$ cat src/rtl/rns_ohc_encoder.sv
// Binary-to-one-hot residue encoder with a 2-entry output buffer and a saturating error counter.
// Optional build macro RNS_OHC_WRAP_EN: out-of-range inputs encode (in_bin mod MODULUS) instead of all zeros.
module rns_ohc_encoder #(
    parameter int unsigned MODULUS = 9,
    parameter int unsigned IN_W    = 4,
    parameter int unsigned CNT_W   = 8
) (
    input  logic               clk,
    input  logic               rst_n,
    input  logic               in_valid,
    output logic               in_ready,
    input  logic [IN_W-1:0]    in_bin,
    output logic               out_valid,
    input  logic               out_ready,
    output logic [MODULUS-1:0] out_ohc,
    output logic               out_err,
    input  logic               err_clr,
    output logic [CNT_W-1:0]   err_cnt
);

    typedef enum logic [1:0] {EMPTY, ONE, FULL} state_t;

    state_t             state, state_nxt;
    logic               push, pop;
    logic [MODULUS-1:0] enc_ohc;
    logic               enc_err;
    logic [MODULUS-1:0] tail_ohc;
    logic               tail_err;
    int unsigned        sel;

    assign in_ready  = (state != FULL);
    assign out_valid = (state != EMPTY);
    assign push      = in_valid && in_ready;
    assign pop       = out_valid && out_ready;

    // An out-of-range sel matches no bit, which yields the all-zero code.
    always_comb begin
        enc_err = (32'(in_bin) >= MODULUS);
`ifdef RNS_OHC_WRAP_EN
        sel = 32'(in_bin) % MODULUS;
`else
        sel = 32'(in_bin);
`endif
        enc_ohc = '0;
        for (int unsigned i = 0; i < MODULUS; i++) begin
            enc_ohc[i] = (sel == i);
        end
    end

    always_ff @(posedge clk or negedge rst_n) begin
        if (!rst_n) begin
            state <= EMPTY;
        end else begin
            state <= state_nxt;
        end
    end

    always_comb begin
        state_nxt = state;
        unique case (state)
            EMPTY: if (push) state_nxt = ONE;
            ONE: begin
                if (push && !pop) begin
                    state_nxt = FULL;
                end else if (pop && !push) begin
                    state_nxt = EMPTY;
                end
            end
            FULL:    if (pop) state_nxt = ONE;
            default: state_nxt = EMPTY;
        endcase
    end

    // Head registers drive the outputs directly; tail only fills when the head is busy.
    always_ff @(posedge clk or negedge rst_n) begin
        if (!rst_n) begin
            out_ohc  <= '0;
            out_err  <= 1'b0;
            tail_ohc <= '0;
            tail_err <= 1'b0;
        end else if (state == EMPTY) begin
            if (push) begin
                out_ohc <= enc_ohc;
                out_err <= enc_err;
            end
        end else if (state == ONE) begin
            if (push && pop) begin
                out_ohc <= enc_ohc;
                out_err <= enc_err;
            end else if (push) begin
                tail_ohc <= enc_ohc;
                tail_err <= enc_err;
            end
        end else if (pop) begin
            out_ohc <= tail_ohc;
            out_err <= tail_err;
        end
    end

    always_ff @(posedge clk or negedge rst_n) begin
        if (!rst_n) begin
            err_cnt <= '0;
        end else if (push && enc_err) begin
            if (err_clr) begin
                err_cnt <= CNT_W'(1);
            end else if (err_cnt != '1) begin
                err_cnt <= err_cnt + CNT_W'(1);
            end
        end else if (err_clr) begin
            err_cnt <= '0;
        end
    end

endmodule

$ cat config.mk
export PLATFORM = sky130hd
export DESIGN_NAME = rns_ohc_encoder
export DESIGN_NICKNAME = d
export VERILOG_FILES = /design/src/rtl/rns_ohc_encoder.sv
export SDC_FILE = /design/constraint.sdc
export NUM_CORES = 1
export LEC_CHECK = 0
export BUFFER_PORTS_ARGS = -buffer_cell sky130_fd_sc_hd__clkbuf_2
export CAP_MARGIN = 20
export CORE_ASPECT_RATIO = 2
export CORE_MARGIN = 2
export CORE_UTILIZATION = 25
export CTS_BUF_LIST = sky130_fd_sc_hd__clkbuf_16
export DETAILED_ROUTE_END_ITERATION = 6
export PLACE_DENSITY_LB_ADDON = 0.08
export REMOVE_ABC_BUFFERS = 1
export SYNTH_ARGS = -nofsm -noshare
export SYNTH_HDL_FRONTEND = slang
export SYNTH_SLANG_ARGS = --single-unit
$ cat constraint.sdc
create_clock -name clk -period 2.23 [get_ports clk]
set_input_delay 0.3345 -clock clk [delete_from_list [all_inputs] [get_ports clk]]
set_output_delay 0.3345 -clock clk [all_outputs]
set_load 0.02 [all_outputs]
* Word-level counts from Yosys, hierarchy flattened *
Index checks and enable logic that the tools add are counted.

cells by class
  add/sub/neg operators = 1
  equality and inequality tests = 16
  magnitude comparators = 1
  bitwise gates (word level) = 2
  mux-type cells = 19
  reduce and logical (&&, ||, !) cells = 18

operators with widths
  cell                   number
  $mux W9                5
  $mux W8                4
  $eq A4 B3 Y1 const B   4
  $add A8 B1 Y8 const B  1
  $eq A4 B2 Y1 const B   2
  $mux W2                4
  $ne A8 B8 Y1 const B   1
  $logic_and A1 B1 Y1    6
  $ne A2 B2 Y1 const B   3
  $pmux W2 S3            1
  $reduce_and A3 Y1      2
  $reduce_bool A2 Y1     3
  $mux W1                5
  $eq A4 B1 Y1 const B   1
  $eq A4 B4 Y1 const B   1
  $ge A4 B4 Y1 const B   1
  $logic_not A4 Y1       1
  $reduce_and A4 Y1      1
  $ne A3 B2 Y1 const B   1
  $ne A3 B3 Y1 const B   1
  $reduce_bool A3 Y1     1
  $eq A2 B1 Y1 const B   1
  $eq A2 B2 Y1 const B   1
  $logic_not A1 Y1       2
  3 further kinds        4

word-level totals
  bits of input ports = 9
  flip-flop bits (word level) = 30

* Logic depth before layout (Yosys ltp) *
  depth in word-level cells = 7
  gate-level depth with buffers = 6
  mapped depth without buffers = 5

* Least setup slack after synthesis *
OpenSTA, ideal clock, no wires.

  kind = register -> register
  start point = register state[1]
  end point = register err_cnt[7]
  data required time = 2144 ps
  setup time = 86 ps
  clock period less this slack = 1723 ps
  cell stages (with the launch flop) = 7
  buffers on the path = 2
  data arrival time = 1637 ps
  slack = 507 ps
  path through = dfrtp_1 > buf_6 > nor2b_4 > or4_1 > buf_2 > o31a_1 > nor3_1

on the way
  cells in the longest elaborated chain, start to end = 5
  elaborated cells between the ends (all ways) = 6
  those cells by class = eq/ne: 1; mux: 1; reduce/logical: 4

RTL lines
  what                                 RTL line  RTL
  start: declaration                   23        state_t state, state_nxt;
  start signal: assignment             54        state <= state_nxt;
  $ne A2 B2 Y1 (*)                     31        assign in_ready = (state != FULL);
  $logic_and A1 B1 Y1 (*)              33        assign push = in_valid && in_ready;
  $logic_and A1 B1 Y1 (*)              103       end else if (push && enc_err) begin
  $reduce_bool A2 Y1 (no source line)  -
  $reduce_and A2 Y1 (no source line)   -
  end signal: assignment               107       err_cnt <= err_cnt + CNT_W'(1);
  end: declaration                     18        output logic [CNT_W-1:0] err_cnt

Mark *: on every way between the ends. The rest lies on a longest branch, timed or not.
A chain may end at the register's enable or synchronous reset.

* Final worst setup path *
  start point = register state[0]
  end point = register err_cnt[7]

Same word-level chain as after synthesis.

==> parameters.txt <==
Parameter                              Value

Timing
  Final count of pins violating max slew ... 0
  Final worst setup slack ... around 0.54 ns
  Fin crit period ... 1.69 ns
  Setup Total Neg Slack ... 0 ns
  Share of the clock period used by the worst path after layout ... 0.759
  Setup repair after global routing missed its margin ... false
  Maximum frequency from static timing analysis ... about 590 MHz
  Final setup skew ... ~0.0067 ns
  Slew Limit Headroom ... 0.450
  Final number of hold-violating endpoints ... 0
  Final setup vio count ... 0
  Worst slew pin tran ... ~0.82 ns

Cells and area
  Nets@finish ... 200
  Finished Cell Area ... about 1800 um^2
  Area growth from synthesis to layout ... 22.3%
  Antenna diode instance count ... 0
  Core Util, Final ... 0.318
  Share of cells above drive strength 1 ... 0.247
  Fill cell total of the finished layout ... 597

Logic synthesis
  Mapped Avg Cell Area ... roughly 9.3 um^2
  Asr flop ratio synth ... 1.00
  Flip-flop cell with the highest count after synthesis ... sky130_fd_sc_hd__dfrtp_1
  EDFF count, synth ... 0
  Sequential area share after synthesis ... 0.505
  Mapped cell area ... roughly 1500 um^2
  Synth unique cells ... 35
  Cells after Synth ... 160
  Synth warnings ... 0
  #FFs+latches synth ... 30

Floorplan
  Starting density of the core ... 0.260
  Chip width ... about 59 um
  Core box area ... roughly 5700 um^2
  Core Rows ... 39
  Die outline height ... 113 um
  Num ports ... 29
  Die area ... about 6600 um^2

Clocking
  Clock slew at the register clock pins of the worst setup and hold paths ... ~0.050 ns
  TritonCTS buffer count ... 5
  TritonCTS Sinks ... 30
  Number of gates resized after CTS ... 0
  Post-CTS setup repair buffer count ... 0
  TritonCTS clock tree ... yes
  Clock network latency to the later pin of the worst-skew pair ... 0.27 ns
  Clock root buffer ... sky130_fd_sc_hd__clkbuf_16
  Max clock buf depth ... 2
  Hold_buf cts ... 0
  H-tree depth ... 2

Pwr
  Cell Pwr Density ... between 800 and 900 nW/um^2
  Worst ir drop on vdd ... between 0.4 and 0.5 mV
  Static Leakage ... 0.829 nW
  Tot Pwr ... 0.00148 W

Setup path
  Type of the worst setup path ... reg2reg
  Reg-to-reg setup timing slack ... 0.54 ns
  Worst R2R Start ... state[0]
  Worst EP arrival ... ~1.9 ns
  Startpoint types ... register
  Number of cell instances on the worst register-to-register path ... 4
  FF-to-FF End ... err_cnt[7]
  Endpoint required time on the critical path ... ~2.4 ns
  Crit. End Element ... register
  Maximum fanout along the worst path ... 5

Placement
  Final Wtd Congestion ... between 0.8 and 0.9
  Half-perimeter wire length of the detailed placement result ... ~2700 um
  Buffers added on ports ... 28
  Placed instance area ... 1680 um^2
  Pre-CTS setup slack ... about 0.37 ns

GRT
  Initial antenna violation count ... 0
  Sum of overflow across all layers after global routing ... 0
  First-pass GRT wire length ... 6220 um
  Largest net degree at the start of global routing ... 31
  Via count of the first global-routing pass ... ~1,300
  Global router's overall resource usage ... 0.125

Detailed routing
  Average detailed-routed wire length per instance ... between 10 and 15 um
  Number of vias in the routed layout ... between 1,000 and 1,500
  Number of vias per cell ... roughly 5.0
  Sum of routed wire length over all layers ... 3650 um
  DRC violations left ... 0
  First-iteration detailed-routing DRC count ... 29
  Initial DRT Pass Iterations ... 4
  Antenna Nets Post-Route ... 0

Outcome
  Run status ... finished, final reports clean

Min path
  Min-Delay Path Class ... in2async

Run
  Max capacitance violation total ... 0
-- metal layers --
layer | share of wire | vias to the layer above | track usage
met1 | 0.39 | 592 | 0.133
met5 | 0 | - | 0
li1 | - | 616 | -
met2 | 0.54 | 26 | 0.223
met4 | 0.024 | 0 | 0.0605
met3 | 0.039 | 9 | 0.0286
-- cells in the mapped netlist (2+ instances only) --
library cell	number	area, um^2
sky130_fd_sc_hd__nand2_1	31	116
sky130_fd_sc_hd__dfrtp_1	30	751
sky130_fd_sc_hd__o21ai_0	22	110
sky130_fd_sc_hd__mux2_2	8	90.1
sky130_fd_sc_hd__a21oi_1	7	35.0
sky130_fd_sc_hd__nor2_1	7	26.3
sky130_fd_sc_hd__inv_1	6	22.5
sky130_fd_sc_hd__clkbuf_1	5	18.8
sky130_fd_sc_hd__nand3_1	5	25.0
sky130_fd_sc_hd__nor3_1	4	20.0
sky130_fd_sc_hd__nand3b_1	3	22.5
sky130_fd_sc_hd__or3_1	3	18.8
sky130_fd_sc_hd__and2b_1	2	15.0
sky130_fd_sc_hd__mux2i_1	2	20.0
sky130_fd_sc_hd__nor2b_1	2	12.5
sky130_fd_sc_hd__o22ai_1	2	12.5
sky130_fd_sc_hd__o31ai_1	2	15.0
sky130_fd_sc_hd__or4_1	2	15.0
-- flip-flops by register name, indices dropped and copies added, names as in the netlist --
signal and count:
err_cnt 8, tail_ohc 9, out_err 1, state 2, out_ohc 9, tail_err 1
-- worst max-delay path, stage by stage, from the launching register on --
cell	delay, ns
sky130_fd_sc_hd__dfrtp_1	0.44
sky130_fd_sc_hd__nor2b_4	0.08
sky130_fd_sc_hd__or4_1	0.61
sky130_fd_sc_hd__o31a_1	0.31
sky130_fd_sc_hd__nor3_1	0.17
-- per-stage QoR --
step / std cells / hold slack, ns
after global placement: 244 / 0.452
final: 251 / 0.152
after CTS: 251 / 0.170
after floorplan: 153 / 0.0389
after global routing: 251 / 0.209
after detailed placement: 244 / 0.468
-- how the worst max path moves through the flow --
| stage | startpoint | depth (start not counted) | endpoint |
|---|---|---|---|
| 2_1_floorplan | state[1] | 4 | err_cnt[7] |
| 3_3_place_gp | in_bin[1] | 5 | err_cnt[7] |
| 6_report | state[0] | 4 | err_cnt[7] |
| 3_5_place_dp | in_bin[1] | 5 | err_cnt[7] |
| 5_1_grt | state[1] | 4 | err_cnt[7] |
| 4_1_cts | state[0] | 4 | err_cnt[7] |
-- report_power, final --
group | internal (W) | leakage (nW) | total, W | switching, W
Combinational | 0.0000802 | 0.351 | 0.000223 | 0.000143
Sequential | 0.000594 | 0.408 | 0.000626 | 0.0000319
Clock | 0.000401 | 0.0694 | 0.000626 | 0.000225
-- cell type report --
class	count	area (um^2)	area share
clock buffer	5	125	0.0689
clock inverter	2	10.0	0.00551
inverter	6	22.5	0.0124
multi-input combinational	117	677	0.373
sequential	30	751	0.413
tap	61	76.3	0.0420
timing repair buffer	30	155	0.0854
-- cell usage in the layout (no fill, tap or decap), types with 3 or more instances in the layout --
cell type,count
sky130_fd_sc_hd__a21oi_1,7
sky130_fd_sc_hd__clkbuf_16,5
sky130_fd_sc_hd__clkbuf_2,28
sky130_fd_sc_hd__dfrtp_1,30
sky130_fd_sc_hd__inv_1,6
sky130_fd_sc_hd__mux2_2,8
sky130_fd_sc_hd__nand2_1,31
sky130_fd_sc_hd__nand3_1,5
sky130_fd_sc_hd__nand3b_1,3
sky130_fd_sc_hd__nor2_1,7
sky130_fd_sc_hd__nor3_1,4
sky130_fd_sc_hd__o21ai_0,22
sky130_fd_sc_hd__or3_1,3
-- cell families (layout without fill, tap and decap cells) --
kind of cell | Yosys count | in the layout | share of synthesized area
simple gates | 66 | 66 | 0.218
mux | 10 | 10 | 0.0741
fa+ha+maj | 1 | 1 | 0.00842
flops | 30 | 30 | 0.505
compound gates | 40 | 40 | 0.155
buf+inv | 13 | 43 | 0.0387
No activity file was read; power rests on OpenSTA's default activity.
